--- config.mk ---
export PLATFORM = sky130hd
export DESIGN_NAME = lfsr_seq_monitor_flat
export DESIGN_NICKNAME = d
export VERILOG_FILES = /design/src/rtl/lfsr_seq_monitor_if.sv /design/src/rtl/lfsr_seq_monitor.sv /design/src/flat_wrapper.sv
export SDC_FILE = /design/constraint.sdc
export NUM_CORES = 1
export LEC_CHECK = 0
export CORE_AREA = 8 8 74 76
export CTS_CLUSTER_SIZE = 14
export DETAILED_ROUTE_END_ITERATION = 10
export DIE_AREA = 0 0 82 84
export PLACE_DENSITY_LB_ADDON = 0.2
export SYNTH_ARGS = -nofsm -noshare
export SYNTH_HDL_FRONTEND = slang
export SYNTH_SLANG_ARGS = --single-unit
--- constraint.sdc ---
create_clock -name clk -period 2.2 [get_ports clk]
set_clock_uncertainty 0.15 [all_clocks]
set_input_delay 0.33 -clock clk [delete_from_list [all_inputs] [get_ports clk]]
set_output_delay 0.33 -clock clk [all_outputs]
set_load 0.01 [all_outputs]
--- src/rtl/lfsr_seq_monitor_if.sv ---
// Sample-stream and status bundle for the 6-bit LFSR sequence monitor.
// The master drives samples; the slave (monitor) reports status.
interface lfsr_seq_monitor_if;
    logic       start;
    logic       in_valid;
    logic [5:0] state_in;
    logic       busy;
    logic       done;
    logic       err;
    logic [1:0] err_code;
    logic [6:0] period;
    logic [6:0] sample_cnt;
    logic [5:0] last_bad;

    modport master (
        output start, in_valid, state_in,
        input  busy, done, err, err_code, period, sample_cnt, last_bad
    );

    modport slave (
        input  start, in_valid, state_in,
        output busy, done, err, err_code, period, sample_cnt, last_bad
    );
endinterface

--- src/rtl/lfsr_seq_monitor.sv ---
// Checks a 6-bit LFSR state stream against its next-state map and reports
// the recurrence period of the seed, zero lock-up, step mismatch or timeout.
module lfsr_seq_monitor (
    input  logic                 clk,
    input  logic                 rst_n,
    lfsr_seq_monitor_if.slave    mon
);

    typedef enum logic [2:0] {
        ST_IDLE  = 3'd0,
        ST_ARMED = 3'd1,
        ST_RUN   = 3'd2,
        ST_DONE  = 3'd3,
        ST_ERROR = 3'd4
    } state_t;

    localparam logic [1:0] CODE_NONE     = 2'b00;
    localparam logic [1:0] CODE_MISMATCH = 2'b01;
    localparam logic [1:0] CODE_ZERO     = 2'b10;
    localparam logic [1:0] CODE_TIMEOUT  = 2'b11;
    localparam logic [6:0] CNT_LIMIT     = 7'd64;

    // s[0] does not feed the map, so two states can share a successor.
    function automatic logic [5:0] lfsr_nxt(input logic [5:0] s);
        lfsr_nxt = {s[4], s[3], s[5] ^ s[2], s[1], s[5] ^ s[1], s[5]};
    endfunction

    state_t     state_r,    state_s;
    logic [5:0] ref_r,      ref_s;
    logic [5:0] exp_r,      exp_s;
    logic [6:0] cnt_r,      cnt_s;
    logic [6:0] period_r,   period_s;
    logic [1:0] code_r,     code_s;
    logic [5:0] bad_r,      bad_s;
    logic       busy_r,     busy_s;
    logic       done_r,     done_s;
    logic       err_r,      err_s;
    logic [6:0] cnt_inc_s;

    // State and all status registers; outputs come straight from flops.
    always_ff @(posedge clk or negedge rst_n) begin
        if (!rst_n) begin
            state_r  <= ST_IDLE;
            ref_r    <= 6'd0;
            exp_r    <= 6'd0;
            cnt_r    <= 7'd0;
            period_r <= 7'd0;
            code_r   <= CODE_NONE;
            bad_r    <= 6'd0;
            busy_r   <= 1'b0;
            done_r   <= 1'b0;
            err_r    <= 1'b0;
        end else begin
            state_r  <= state_s;
            ref_r    <= ref_s;
            exp_r    <= exp_s;
            cnt_r    <= cnt_s;
            period_r <= period_s;
            code_r   <= code_s;
            bad_r    <= bad_s;
            busy_r   <= busy_s;
            done_r   <= done_s;
            err_r    <= err_s;
        end
    end

    // Next-state and next-status decode; start wins over any sample.
    always_comb begin
        state_s   = state_r;
        ref_s     = ref_r;
        exp_s     = exp_r;
        cnt_s     = cnt_r;
        period_s  = period_r;
        code_s    = code_r;
        bad_s     = bad_r;
        cnt_inc_s = cnt_r + 7'd1;

        if (mon.start) begin
            state_s  = ST_ARMED;
            cnt_s    = 7'd0;
            period_s = 7'd0;
            code_s   = CODE_NONE;
            bad_s    = 6'd0;
        end else begin
            case (state_r)
                ST_ARMED: begin
                    if (mon.in_valid) begin
                        ref_s = mon.state_in;
                        exp_s = lfsr_nxt(mon.state_in);
                        cnt_s = 7'd0;
                        if (mon.state_in == 6'd0) begin
                            state_s = ST_ERROR;
                            code_s  = CODE_ZERO;
                        end else begin
                            state_s = ST_RUN;
                        end
                    end else begin
                        state_s = ST_ARMED;
                    end
                end
                ST_RUN: begin
                    if (mon.in_valid) begin
                        cnt_s = cnt_inc_s;
                        if (mon.state_in != exp_r) begin
                            state_s = ST_ERROR;
                            code_s  = CODE_MISMATCH;
                            bad_s   = mon.state_in;
                        end else if (mon.state_in == 6'd0) begin
                            state_s = ST_ERROR;
                            code_s  = CODE_ZERO;
                        end else if (mon.state_in == ref_r) begin
                            state_s  = ST_DONE;
                            period_s = cnt_inc_s;
                        end else if (cnt_inc_s == CNT_LIMIT) begin
                            state_s = ST_ERROR;
                            code_s  = CODE_TIMEOUT;
                        end else begin
                            exp_s = lfsr_nxt(mon.state_in);
                        end
                    end else begin
                        state_s = ST_RUN;
                    end
                end
                ST_IDLE:  state_s = ST_IDLE;
                ST_DONE:  state_s = ST_DONE;
                ST_ERROR: state_s = ST_ERROR;
                default:  state_s = ST_IDLE;
            endcase
        end

        busy_s = (state_s == ST_ARMED) || (state_s == ST_RUN);
        done_s = (state_s == ST_DONE);
        err_s  = (state_s == ST_ERROR);
    end

    assign mon.busy       = busy_r;
    assign mon.done       = done_r;
    assign mon.err        = err_r;
    assign mon.err_code   = code_r;
    assign mon.period     = period_r;
    assign mon.sample_cnt = cnt_r;
    assign mon.last_bad   = bad_r;

endmodule

--- src/flat_wrapper.sv ---
// flat-port wrapper written by rule: the top's interface ports become plain ports
module lfsr_seq_monitor_flat 
  (clk, rst_n, mon_start, mon_in_valid, mon_state_in, mon_busy, mon_done, mon_err, mon_err_code, mon_period, mon_sample_cnt, mon_last_bad);
  lfsr_seq_monitor_if mon_i ();
  input  logic clk;
  input  logic rst_n;
  input wire logic [$bits(mon_i.start)-1:0] mon_start;
  input wire logic [$bits(mon_i.in_valid)-1:0] mon_in_valid;
  input wire logic [$bits(mon_i.state_in)-1:0] mon_state_in;
  output wire logic [$bits(mon_i.busy)-1:0] mon_busy;
  output wire logic [$bits(mon_i.done)-1:0] mon_done;
  output wire logic [$bits(mon_i.err)-1:0] mon_err;
  output wire logic [$bits(mon_i.err_code)-1:0] mon_err_code;
  output wire logic [$bits(mon_i.period)-1:0] mon_period;
  output wire logic [$bits(mon_i.sample_cnt)-1:0] mon_sample_cnt;
  output wire logic [$bits(mon_i.last_bad)-1:0] mon_last_bad;
  assign mon_i.start = mon_start;
  assign mon_i.in_valid = mon_in_valid;
  assign mon_i.state_in = mon_state_in;
  assign mon_busy = mon_i.busy;
  assign mon_done = mon_i.done;
  assign mon_err = mon_i.err;
  assign mon_err_code = mon_i.err_code;
  assign mon_period = mon_i.period;
  assign mon_sample_cnt = mon_i.sample_cnt;
  assign mon_last_bad = mon_i.last_bad;
  lfsr_seq_monitor u_core (.clk(clk), .rst_n(rst_n), .mon(mon_i));
endmodule
; After elaboration in Yosys (flattened, before gate mapping)
; Cells that the tools add are included.
[word_totals]
regBits = 40
input_bits = 10
out_inout_bits = 25
wordCells = 91
[op_classes]
addsub = 1
eq_ne = 24
muxes = 39
bitwise = 3
reduce_logical = 14
[ops]
columns = operator, n
row1 = 7-bit 2-to-1 mux, 9
row2 = 6-bit 2-to-1 mux, 10
row3 = 3-bit 2-to-1 mux, 8
row4 = 2-bit 2-to-1 mux, 8
row5 = "2-bit inequality test, second input constant", 8
row6 = 7-bit case mux with 2 select lines, 1
row7 = "3-bit by 2-bit equality test with 1-bit output, second input constant", 4
row8 = 3-bit case mux with 4 select lines, 1
row9 = 6-bit case mux with 2 select lines, 1
row10 = 2-bit nonzero test, 5
row11 = 3-bit AND reduction, 3
row12 = 8-bit AND reduction, 1
row13 = "7-bit by 1-bit adder with 7-bit output, second input constant", 1
row14 = "7-bit equality test, second input constant", 1
row15 = "3-bit by 1-bit equality test with 1-bit output, second input constant", 2
row16 = "3-bit equality test, second input constant", 2
row17 = 6-bit equality test, 1
row18 = 6-bit zero test, 1
row19 = "3-bit inequality test, second input constant", 2
row20 = 6-bit inequality test, 1
row21 = 6-bit AND reduction, 1
row22 = "5-bit by 2-bit inequality test with 1-bit output, second input constant", 1
row23 = "5-bit by 3-bit inequality test with 1-bit output, second input constant", 1
row24 = 5-bit AND reduction, 1
row25 = other kinds (6), 7

; Depth between registers and ports, before layout
[depth]
ltp_word = 11
ltp_mapped = 7
depth_no_buf = 6

; Worst setup path before layout
; Ideal clock, no wire load.
[synth_path]
path_type = register to register
start = register u_core.cnt_r[3], in the netlist u_core.mon.sample_cnt[3]
end = register u_core.exp_r[0]
setup_ns = 0.125
arrival_ns = 1.819
t_required_ns = 1.925
path_slack_ns = 0.106
path_stages_with_launch = 8
path_buffers = 1
period_less_slack_ns = 2.094
path_cell_list = dfrtp_1 -> buf_2 -> nand3_1 -> or3_1 -> a21oi_4 -> nor3b_4 -> o21ai_4 -> mux2_4
[synth_via]
elab_chain_len = 4
[synth_rtl]
columns = item, line_no
row1 = start: declaration, lfsr_seq_monitor.sv:31  ; logic [6:0] cnt_r, cnt_s;
row2 = start signal: assignment, lfsr_seq_monitor.sv:57  ; cnt_r <= cnt_s;
row3 = 7-bit by 1-bit adder with 7-bit output, lfsr_seq_monitor.sv:76  ; cnt_inc_s = cnt_r + 7'd1;
row4 = 7-bit equality test, lfsr_seq_monitor.sv:114  ; end else if (cnt_inc_s == CNT_LIMIT) begin
row5 = 2-bit inequality test (no line), --
row6 = 8-bit AND reduction (no line), --
row7 = end signal: assignment, lfsr_seq_monitor.sv:56  ; exp_r <= exp_s;
row8 = end: declaration, lfsr_seq_monitor.sv:30  ; logic [5:0] exp_r, exp_s;
; Every way passes these cells.
; A chain may end at the register's enable or synchronous reset.

; Worst setup path in the final report
[layout_path]
start = register u_core.cnt_r[4], in the netlist u_core.mon.sample_cnt[4]
end = register u_core.exp_r[5]
; Same word-level chain as after synthesis.

==> results.py <==
metrics = {
    "worst_setup_path": {
        "r2r_end": "u_core.exp_r[5]$_DFFE_PN0P_",
        "r2r_slack_ps": 100,
        "arrival_ps": 2130,
        "cp_slowest_cell": "dfrtp_1",
        "critical_path_class": "reg -> reg",
        "critPathLaunchType": "flop",
        "crit_buf_inv": 0,
        "ff2ff_path_depth": 6,
        "crit_chain": "nand3_1 -> or3_1 -> a21oi_4 -> nor3b_4 -> o21ai_4 -> mux2_4",
        "critPathMaxFanout": 6,
        "cp_slowest_stage_delay_ps": 400,
        "path_delay_family": "simple AND/OR/NAND/NOR gates",
        "crit_path_end_kind": "flop",
        "crit_required_ps": 2230,
        "reg2reg_from": "u_core.mon.sample_cnt[4]$_DFFE_PN0P_",
    },
    "logic_synthesis": {
        "syn_area_um2": 2102,
        "ys_seq_area_share_pct": 47.62,
        "synth_area_leader_cell": "dfrtp_1",
        "synth_nets": 204,
        "async_flop_share_pct": 100.0,
        "synth-main-ff-cell": "dfrtp_1",
        "netlist_instances": 193,
        "synth_seq_cells": 40,
        "synth-edff-count": 0,
        "yosys_warnings": 0,
        "yosysUniqueCellTypes": 41,
        "syn_area_per_cell_um2": 10.89,
        "synth_top_area_share_pct": 47.62,
        "ys_top_cells_by_area": "dfrtp_1 48%, xor2_1 6.3%, mux2_4 4.3%, nor2_1 4.1%, mux2i_1 3.3%",
    },
    "timing": {
        "setup_viol": 0,
        "layout_setup_ws_ps": 98.11,
        "rsz0062_at_grt": "no",
        "slew_violations": 0,
        "post-route-period-util_pct": 95.54,
        "hold_viol": 0,
        "finalSetupTns_ps": 0,
        "layout_min_cycle_time_ps": 2102,
        "max_freq_mhz": 475.8,
        "slew-limit-headroom_pct": 63.61,
        "tightestPinTransition_ps": 545.9,
    },
    "power_and_ir_drop": {
        "power.leakage_nw": 1.264,
        "peakVddDrop_uv": 455.7,
        "p_per_area_nw_per_um2": 685.5,
    },
    "run": {
        "cap_violations": 0,
    },
    "floorplan": {
        "start_util_pct": 49.30,
        "core_um2": 4264,
        "fp.dieH_um": 84,
        "die_area_um2": 6888,
        "rows": 24,
        "die_x_um": 82,
        "io_pins": 35,
    },
    "layout": {
        "syn2layout_area_growth_pct": 34.05,
        "seq_area_um2": 1001,
        "drive_above_1_share_pct": 24.22,
        "diodes": 0,
        "finalNetCount": 266,
        "multiInputGateArea_um2": 1051,
        "fin_util_pct": 66.08,
        "nFillCells": 342,
        "layout_commonest_cell": "dfrtp_1",
        "final_cell_count_no_fill": 308,
        "final_cell_mix": "40 x dfrtp_1, 29 x clkdlybuf4s50_1, 27 x buf_4",
    },
    "drt": {
        "ant_nets": 0,
        "vias": 1617,
        "drt_iter0_markers": 190,
        "dr.pass1.iters": 6,
        "routed_via_density": 5.250,
        "drc_errors": 0,
        "wl_mm": 4.647,
        "wire_per_inst_um": 15.09,
    },
    "worst_hold_path": {
        "hp-start": "mon_state_in[0]",
        "holdPathEnd": "u_core.ref_r[0]$_DFFE_PN0P_",
        "hold_depth": 3,
        "hp-class": "in -> reg",
    },
    "clock_tree": {
        "cts_buffers": 5,
        "clock_sinks": 40,
        "clockRootBuffer": "clkbuf_8",
        "clock_path_buffers": 2,
        "cts_tree": "done",
        "h-tree-depth": 2,
        "clkLatencyLatePin_ps": 300,
        "clkTransAtPathRegs_ps": 80,
    },
    "place": {
        "dp_hpwl_mm": 3.436,
        "place_congestion": 0.8052,
        "placedCellCount": 298,
        "port-buffer-count": 34,
        "dp_slack_ps": -425.5,
    },
    "global_route": {
        "grt_pass1_vias": 1615,
        "grt.overflow.total": 0,
        "grt_max_degree": 41,
        "antenna_found_initial": 0,
        "grt.total_usage_pct": 14.16,
        "grt_first_pass_wirelength_mm": 7.762,
    },
    "status": {
        "status": "completed",
    },
}
-- synthesized netlist by cell type (6+ instances only) --
library cell  count
dfrtp_1          40
nor2_1           23
xor2_1           15
nand2_1          14
a21oi_1           9
o21ai_0           8
mux2i_1           7
o2bb2ai_1         7
mux2_2            6
mux2_4            6
xnor2_1           6
-- per-stage QoR --
step           instance area, um2  total power, mW  hold WS [ps]
2_1_floorplan                2102            1.151        -115.6
3_3_place_gp                 2663            1.274         264.6
3_5_place_dp                 2663            1.282         274.4
4_1_cts                      2795            1.945         345.5
5_1_grt                      2818            2.020         347.3
6_report                     2818            1.932         328.0
-- worst register-to-register path, delay by kind of cell, from the launching register on --
family	cells	cell delay (ps)
flops	1	400
compound gates	2	500
mux	1	330
simple gates	3	600
-- how the worst max path moves through the flow --
| stage | startpoint | end | slack, ps | depth (start not counted) |
|---|---|---|---|---|
| final | u_core.mon.sample_cnt[4]$_DFFE_PN0P_ | u_core.exp_r[5]$_DFFE_PN0P_ | 100 | 6 |
| after global routing | u_core.mon.sample_cnt[0]$_DFFE_PN0P_ | u_core.exp_r[5]$_DFFE_PN0P_ | 0.6 | 6 |
| after CTS | u_core.mon.sample_cnt[5]$_DFFE_PN0P_ | u_core.exp_r[5]$_DFFE_PN0P_ | 20 | 6 |
| after detailed placement | mon_state_in[1] | u_core.exp_r[2]$_DFFE_PN0P_ | -430 | 7 |
| after global placement | mon_state_in[1] | u_core.exp_r[0]$_DFFE_PN0P_ | -340 | 7 |
| after floorplan | u_core.mon.sample_cnt[3]$_DFFE_PN0P_ | u_core.exp_r[0]$_DFFE_PN0P_ | 110 | 7 |
-- metal layers --
metal	GRT usage (%)	part of all wire, %
met4	5.751	1.6
met2	21.26	48
met3	3.341	5.2
met1	18.75	45
met5	0	0
-- sequential cells by signal (all words and copies together), names as in the netlist --
| signal | count |
|---|---|
| u_core.mon.period | 7 |
| u_core.mon.sample_cnt | 7 |
| u_core.exp_r | 6 |
| u_core.mon.last_bad | 6 |
| u_core.ref_r | 6 |
| u_core.state_r | 3 |
| u_core.mon.err_code | 2 |
| u_core.mon.busy | 1 |
| u_core.mon.done | 1 |
| u_core.mon.err | 1 |
-- repair_timing --
item / in CTS / in global routing
setup endpoints to repair: 8 / 12
setup buffers: 0 / 1
resized for setup: 3 / 6
pin swaps: 2 / 6
hold buffers: 1 / 0
endpoints found under the hold margin: 40 / 0
-- logic make-up after synthesis --
group                      share of synthesized area (%)
and+or+nand+nor                                    15.42
DFF                                                47.62
AOI/OAI and AO/OA                                  13.63
xor gates and xnor gates                           8.750
muxes                                              10.83
buffers and inverters                              3.155
adders and majority gates                         0.5951
-- area by class of cell --
class / count / share of cell area, %
Clock buffer: 7 / 3.419
Clock inverter: 1 / 1.066
Inverter: 3 / 0.3996
Multi-Input combinational cell: 142 / 37.30
Sequential cell: 40 / 35.52
Tap cell: 52 / 2.309
Timing Repair Buffer: 63 / 19.98
-- where the power goes --
group          switching [mW]  internal, mW
clock network           0.257         0.400
logic                   0.178         0.213
registers              0.0659         0.818
total                   0.500          1.43
No activity file was read; power rests on OpenSTA's default activity.
